--- src/rtl/easy_fifo_sync_stat_if.sv ---
// easy_fifo_sync_stat_if
// Groups the write side, read side and status/error signals of the
// easy_fifo_sync_stat FIFO into one bundle.
//   master : the producer/consumer logic using the FIFO
//   slave  : the FIFO itself
interface easy_fifo_sync_stat_if #(
  parameter int DWIDTH = 32,
  parameter int DEPTH  = 16
);

  // Write side
  logic [DWIDTH-1:0]        wr_data;
  logic                     wr_en;
  logic                     wr_full;
  logic                     wr_afull;

  // Read side
  logic                     rd_en;
  logic [DWIDTH-1:0]        rd_data;
  logic                     rd_valid;
  logic                     rd_empty;
  logic                     rd_aempty;

  // Fill level and sticky error reporting
  logic [$clog2(DEPTH):0]   count;
  logic                     overflow;
  logic                     underflow;
  logic                     clr_err;

  modport master (
    output wr_data,
    output wr_en,
    output rd_en,
    output clr_err,
    input  wr_full,
    input  wr_afull,
    input  rd_data,
    input  rd_valid,
    input  rd_empty,
    input  rd_aempty,
    input  count,
    input  overflow,
    input  underflow
  );

  modport slave (
    input  wr_data,
    input  wr_en,
    input  rd_en,
    input  clr_err,
    output wr_full,
    output wr_afull,
    output rd_data,
    output rd_valid,
    output rd_empty,
    output rd_aempty,
    output count,
    output overflow,
    output underflow
  );

endinterface

--- src/rtl/easy_fifo_sync_stat.sv ---
// easy_fifo_sync_stat
// Single-clock FIFO with occupancy count, almost-full / almost-empty
// thresholds and two read modes:
//   FWFT = 0 : registered read, rd_data/rd_valid one cycle after rd_en
//   FWFT = 1 : first-word-fall-through, head word always on rd_data
// Optional feature macro: EASY_FIFO_ERR_FLAG_EN
//   defined   -> sticky overflow/underflow flags, cleared by clr_err
//   undefined -> overflow/underflow held at 0, clr_err ignored
// Every status flag is decoded from the registered count only, so the
// only input-to-output path is the FWFT head-word read from the array.
module easy_fifo_sync_stat #(
  parameter int DWIDTH        = 32,
  parameter int DEPTH         = 16,
  parameter int FWFT          = 0,
  parameter int AFULL_THRESH  = DEPTH - 2,
  parameter int AEMPTY_THRESH = 2
) (
  input  logic                  clk,
  input  logic                  rst_n,
  easy_fifo_sync_stat_if.slave  bus
);

  localparam int ADDR_W = $clog2(DEPTH);
  localparam int CNT_W  = ADDR_W + 1;

  localparam logic [CNT_W-1:0] DEPTH_C  = CNT_W'(DEPTH);
  localparam logic [CNT_W-1:0] AFULL_C  = CNT_W'(AFULL_THRESH);
  localparam logic [CNT_W-1:0] AEMPTY_C = CNT_W'(AEMPTY_THRESH);
  localparam logic [CNT_W-1:0] ONE_C    = CNT_W'(1);
  localparam logic [ADDR_W-1:0] PTR_INC = ADDR_W'(1);

  // Storage array; contents are never reset, stale words are simply
  // unreachable once the pointers and count are cleared.
  logic [DWIDTH-1:0] mem [DEPTH];

  logic [ADDR_W-1:0] wr_ptr_reg;
  logic [ADDR_W-1:0] wr_ptr_next;
  logic [ADDR_W-1:0] rd_ptr_reg;
  logic [ADDR_W-1:0] rd_ptr_next;
  logic [CNT_W-1:0]  count_reg;
  logic [CNT_W-1:0]  count_next;

  logic full;
  logic empty;
  logic wr_acc;
  logic rd_acc;

  // Flags come straight from the registered occupancy.
  assign full  = (count_reg == DEPTH_C);
  assign empty = (count_reg == '0);

  // A write into a full FIFO and a read from an empty one are refused;
  // because full and empty are exclusive, a simultaneous request on a
  // full FIFO still reads and on an empty FIFO still writes.
  assign wr_acc = bus.wr_en && !full;
  assign rd_acc = bus.rd_en && !empty;

  // Next pointers and occupancy from the accepted operations.
  always_comb begin
    wr_ptr_next = wr_ptr_reg;
    rd_ptr_next = rd_ptr_reg;
    count_next  = count_reg;

    if (wr_acc) begin
      wr_ptr_next = wr_ptr_reg + PTR_INC;
    end
    if (rd_acc) begin
      rd_ptr_next = rd_ptr_reg + PTR_INC;
    end

    unique case ({wr_acc, rd_acc})
      2'b10:   count_next = count_reg + ONE_C;
      2'b01:   count_next = count_reg - ONE_C;
      default: count_next = count_reg;
    endcase
  end

  // Pointer and occupancy registers, cleared asynchronously.
  always_ff @(posedge clk or negedge rst_n) begin
    if (!rst_n) begin
      wr_ptr_reg <= '0;
      rd_ptr_reg <= '0;
      count_reg  <= '0;
    end else begin
      wr_ptr_reg <= wr_ptr_next;
      rd_ptr_reg <= rd_ptr_next;
      count_reg  <= count_next;
    end
  end

  // Array write port: store the accepted word at the write pointer.
  always_ff @(posedge clk) begin
    if (wr_acc) begin
      mem[wr_ptr_reg] <= bus.wr_data;
    end
  end

  assign bus.count     = count_reg;
  assign bus.wr_full   = full;
  assign bus.wr_afull  = (count_reg >= AFULL_C);
  assign bus.rd_empty  = empty;
  assign bus.rd_aempty = (count_reg <= AEMPTY_C);

  generate
    if (FWFT != 0) begin : g_fwft
      // Head word is presented combinationally from the array, so a word
      // written on one edge is readable right after that edge.
      assign bus.rd_data  = mem[rd_ptr_reg];
      assign bus.rd_valid = !empty;
    end else begin : g_std
      logic [DWIDTH-1:0] rd_data_reg;
      logic              rd_valid_reg;

      // Registered read: capture the head word on an accepted read,
      // otherwise hold the last word; rd_valid marks the update cycle.
      always_ff @(posedge clk or negedge rst_n) begin
        if (!rst_n) begin
          rd_data_reg  <= '0;
          rd_valid_reg <= 1'b0;
        end else begin
          rd_valid_reg <= rd_acc;
          if (rd_acc) begin
            rd_data_reg <= mem[rd_ptr_reg];
          end
        end
      end

      assign bus.rd_data  = rd_data_reg;
      assign bus.rd_valid = rd_valid_reg;
    end
  endgenerate

`ifdef EASY_FIFO_ERR_FLAG_EN
  logic overflow_reg;
  logic overflow_next;
  logic underflow_reg;
  logic underflow_next;

  // Sticky error flags: a new error in the same cycle as clr_err wins,
  // so the event is never lost.
  always_comb begin
    overflow_next  = (overflow_reg  && !bus.clr_err) || (bus.wr_en && full);
    underflow_next = (underflow_reg && !bus.clr_err) || (bus.rd_en && empty);
  end

  // Error flag registers, cleared asynchronously.
  always_ff @(posedge clk or negedge rst_n) begin
    if (!rst_n) begin
      overflow_reg  <= 1'b0;
      underflow_reg <= 1'b0;
    end else begin
      overflow_reg  <= overflow_next;
      underflow_reg <= underflow_next;
    end
  end

  assign bus.overflow  = overflow_reg;
  assign bus.underflow = underflow_reg;
`else
  // Error reporting compiled out: the ports stay so the FIFO drops into
  // either build unchanged, and clr_err is deliberately left unused.
  logic clr_err_unused;
  assign clr_err_unused = bus.clr_err;

  assign bus.overflow  = 1'b0;
  assign bus.underflow = 1'b0;
`endif

endmodule

--- src/flat_wrapper.sv ---
// flat-port wrapper written by rule: the top's interface ports become plain ports
module easy_fifo_sync_stat_flat 
#(
  parameter int DWIDTH        = 32,
  parameter int DEPTH         = 16,
  parameter int FWFT          = 0,
  parameter int AFULL_THRESH  = DEPTH - 2,
  parameter int AEMPTY_THRESH = 2
)
  (clk, rst_n, bus_wr_data, bus_wr_en, bus_rd_en, bus_clr_err, bus_wr_full, bus_wr_afull, bus_rd_data, bus_rd_valid, bus_rd_empty, bus_rd_aempty, bus_count, bus_overflow, bus_underflow);
  easy_fifo_sync_stat_if #(.DWIDTH(DWIDTH), .DEPTH(DEPTH)) bus_i ();
  input  logic clk;
  input  logic rst_n;
  input wire logic [$bits(bus_i.wr_data)-1:0] bus_wr_data;
  input wire logic [$bits(bus_i.wr_en)-1:0] bus_wr_en;
  input wire logic [$bits(bus_i.rd_en)-1:0] bus_rd_en;
  input wire logic [$bits(bus_i.clr_err)-1:0] bus_clr_err;
  output wire logic [$bits(bus_i.wr_full)-1:0] bus_wr_full;
  output wire logic [$bits(bus_i.wr_afull)-1:0] bus_wr_afull;
  output wire logic [$bits(bus_i.rd_data)-1:0] bus_rd_data;
  output wire logic [$bits(bus_i.rd_valid)-1:0] bus_rd_valid;
  output wire logic [$bits(bus_i.rd_empty)-1:0] bus_rd_empty;
  output wire logic [$bits(bus_i.rd_aempty)-1:0] bus_rd_aempty;
  output wire logic [$bits(bus_i.count)-1:0] bus_count;
  output wire logic [$bits(bus_i.overflow)-1:0] bus_overflow;
  output wire logic [$bits(bus_i.underflow)-1:0] bus_underflow;
  assign bus_i.wr_data = bus_wr_data;
  assign bus_i.wr_en = bus_wr_en;
  assign bus_i.rd_en = bus_rd_en;
  assign bus_i.clr_err = bus_clr_err;
  assign bus_wr_full = bus_i.wr_full;
  assign bus_wr_afull = bus_i.wr_afull;
  assign bus_rd_data = bus_i.rd_data;
  assign bus_rd_valid = bus_i.rd_valid;
  assign bus_rd_empty = bus_i.rd_empty;
  assign bus_rd_aempty = bus_i.rd_aempty;
  assign bus_count = bus_i.count;
  assign bus_overflow = bus_i.overflow;
  assign bus_underflow = bus_i.underflow;
  easy_fifo_sync_stat #(.DWIDTH(DWIDTH), .DEPTH(DEPTH), .FWFT(FWFT), .AFULL_THRESH(AFULL_THRESH), .AEMPTY_THRESH(AEMPTY_THRESH)) u_core (.clk(clk), .rst_n(rst_n), .bus(bus_i));
endmodule
--- config.mk ---
export PLATFORM = sky130hd
export DESIGN_NAME = easy_fifo_sync_stat_flat
export DESIGN_NICKNAME = d
export VERILOG_FILES = /design/src/rtl/easy_fifo_sync_stat_if.sv /design/src/rtl/easy_fifo_sync_stat.sv /design/src/flat_wrapper.sv
export SDC_FILE = /design/constraint.sdc
export NUM_CORES = 1
export LEC_CHECK = 0
export ABC_AREA = 1
export CAP_MARGIN = 40
export CORE_AREA = 10 10 224 226
export CTS_BUF_LIST = sky130_fd_sc_hd__clkbuf_4 sky130_fd_sc_hd__clkbuf_8 sky130_fd_sc_hd__clkbuf_16
export DETAILED_ROUTE_END_ITERATION = 8
export DIE_AREA = 0 0 234 236
export DONT_BUFFER_PORTS = 1
export SETUP_SLACK_MARGIN = 0.4
export SYNTH_ARGS = -nofsm -noshare
export SYNTH_HDL_FRONTEND = slang
export SYNTH_SLANG_ARGS = --single-unit
--- constraint.sdc ---
create_clock -name clk -period 4.46 [get_ports clk]
set_clock_uncertainty 0.15 [all_clocks]
set_input_delay 0.669 -clock clk [delete_from_list [all_inputs] [get_ports clk]]
set_output_delay 0.669 -clock clk [all_outputs]
set_load 0.005 [all_outputs]
==> run_results.csv <==
group,metric,value,unit
timing,worst_slack,1.56,ns
setup_path,crit_family,"simple AND/OR/NAND/NOR gates",
synthesis,synth-seq-cells,558,
setup_path,r2r_setup_slack,1.56,ns
setup_path,cp-end-kind,"register",
detailed_routing,wl_per_cell,20.9,um
setup_path,path_cells,"nor2_1 -> nand3_1 -> nand2_1 -> inv_1 -> nand2_1 -> nor2_4 -> buf_4",
timing,rsz0062_at_grt,"no",
synthesis,synth_top_area_share,67.8,%
synthesis,yosys.area.top_type,"edfxtp_1",
floorplan,die_w,234,um
global_routing,antenna_found_initial,3,
setup_path,required,4.58,ns
cts,hold_buffers,34,
cells_and_area,final_area,25500,sq um
setup_path,critPathLaunchType,"register",
timing,setup-violations-final,0,
cells_and_area,fillers,3775,
global_routing,global_route.usage.total,19.7,%
setup_path,cp.depth,7,
power_and_ir_drop,p_leak,9.61,nW
synthesis,synth_warnings,0,
placed_design,port_buffers,0,
detailed_routing,dr_total_vias,14100,
synthesis,avgSynthCellArea,11.7,sq um
floorplan,pin_count,81,
timing,whs,0.229,ns
timing,final-hold-violation-count,0,
setup_path,cp_slowest_stage_delay,0.65,ns
synthesis,syn_area,22700,sq um
detailed_routing,dr.pass1.iters,4,
floorplan,start_util,49.4,%
detailed_routing,drt_iter0_drc,1289,
cts,cts_tree,"yes",
synthesis,syn-instance-count,1932,
hold_path,hold_path_class,"input pin to register",
hold_path,hold_path_depth,2,
timing,tightest_slew,0.903,ns
timing,setup-tns-final,0,ns
cells_and_area,finalNetCount,1999,
cts,cts.sinks,558,
placed_design,gp_congestion,0.757,
global_routing,grt_max_degree,110,
cells_and_area,syn_to_final_growth,12.5,%
synthesis,synthTopCellsByArea,"edfxtp_1, nand2_1, nand3_1",
setup_path,crit_fanout,18,
timing,fmax,345,MHz
timing,relSlewSlack,39.8,%
cells_and_area,fin_util,55.6,%
placed_design,dpl_cell_area,23300,sq um
cts,numCtsBuffers,57,
power_and_ir_drop,power_density,655,nW/um^2
cells_and_area,drive_above_1_share,8.05,%
placed_design,post-dp-hpwl,29100,um
global_routing,grt_pass1_vias,13300,
setup_path,r2r_cells,7,
cts,h-tree-depth,2,
placed_design,dp_slack,1.53,ns
global_routing,gr-total-overflow,0,
setup_path,crit_arrival,3.02,ns
setup_path,cp_slowest_cell,"nor2_4",
cells_and_area,ff_latch_area,16500,sq um
cells_and_area,finalNonFillerCells,2609,
cells_and_area,multi_input_area,5410,sq um
timing,timing.final.crit_period,2.90,ns
timing,slew_viol_final,0,
synthesis,synth-edff-count,512,
timing,post-route-period-util,65.0,%
detailed_routing,vias_per_cell,5.39,
cts,clock-root-buffer,"clkbuf_16",
setup_path,worst-path-buf-inv,2,
cts,insertion_delay,0.62,ns
synthesis,asyncSetResetFlopFracSynth,8.24,%
cts,ctsResizeCount,0,
cts,postCtsSetupBuffers,0,
placed_design,place_inst,2466,
synthesis,synth_cell_types,25,
setup_path,crit_type,"register to register",
cts,clk_pin_slew,0.06,ns
power_and_ir_drop,peakVddDrop,0.000503,V
cells_and_area,largest_reg_flops,512,
power_and_ir_drop,p_total,16.7,mW
synthesis,yosysSeqAreaShare,72.9,%
floorplan,dieArea,55200,sq um
detailed_routing,remaining_drc_errors,0,
outcome,status,"finished, final reports clean",
synthesis,synthFlopType,"edfxtp_1",
detailed_routing,antenna_left,0,
floorplan,die_y,236,um
global_routing,grt_pass1_wl,83300,um
flow_run,drv_cap,0,
floorplan,coreArea,45900,sq um
cts,clock_path_buffers,3,
floorplan,num_rows,79,
detailed_routing,wirelength,54600,um
setup_path,path_common_cell,"nand2_1",
metal layers:
layer	GRT usage (%)	share of wire, %
met5	0	0
met3	3.26	6.4
met4	5.83	2.1
met1	27.9	45
met2	30.7	47
worst reg2reg max path, cell delays in order (launching register included):
cell and delay [ns]:
dfrtp_1 0.47, nor2_1 0.10, nand3_1 0.12, nand2_1 0.16, inv_1 0.19, nand2_1 0.26, nor2_4 0.65, buf_4 0.46
kinds of logic after synthesis:
family / share of synthesized area (%)
DFF: 72.9
and+or+nand+nor: 22.1
buffers and inverters: 3.79
xor gates and xnor gates: 0.348
adders and majority gates: 0.585
other: 0.0165
AOI/OAI and AO/OA: 0.237
worst paths after layout:
path / startpoint / end
setup / recovery: u_core.bus.count[1] / u_core.mem[13][30]
hold / removal: bus_wr_en / u_core.wr_ptr_reg[0]
setup reg to reg: u_core.bus.count[1] / u_core.mem[13][30]
hold reg to reg: u_core.bus.rd_data[5] / u_core.bus.rd_data[5]
max in group asynchronous: rst_n / u_core.rd_ptr_reg[1]
min in group asynchronous: rst_n / u_core.rd_ptr_reg[0]
synth_stat cells, drive strengths merged, types with 2 or more instances:
| master | instances |
|---|---|
| dfrtp | 46 |
| clkbuf | 14 |
| inv | 22 |
| xnor2 | 2 |
| nand2 | 795 |
| nor2 | 21 |
| a21oi | 3 |
| nand3 | 390 |
| edfxtp | 512 |
| buf | 101 |
| ha | 9 |
| xor2 | 7 |
| o21ai | 5 |
final cells by class:
cell class	count	area share (%)
Inverter	23	0.368
Timing Repair Buffer	75	3.19
Clock inverter	29	0.952
Multi-Input combinational cell	1237	21.2
Antenna cell	3	0.0294
Clock buffer	77	6.42
Sequential cell	558	64.8
Tap cell	607	2.98
cell usage in the layout, fill, tap and decap left out, types with 13 or more instances in the layout:
cell type      Yosys  routed
nand2_1          794     794
edfxtp_1         512     512
nand3_1          390     390
clkbuf_16          0      59
dfrtp_1           46      42
dlygate4sd3_1      0      33
buf_4             20      31
inv_1             19      18
nor2_4             0      16
clkbuf_4           0      14
clkinv_1           1      13
report_power, final:
part / internal [mW] / switching [mW]
combinational: 1.53 / 3.75
sequential: 6.37 / 0.308
clock: 2.80 / 1.94
Note: power is estimated with default switching activity, not from simulation.
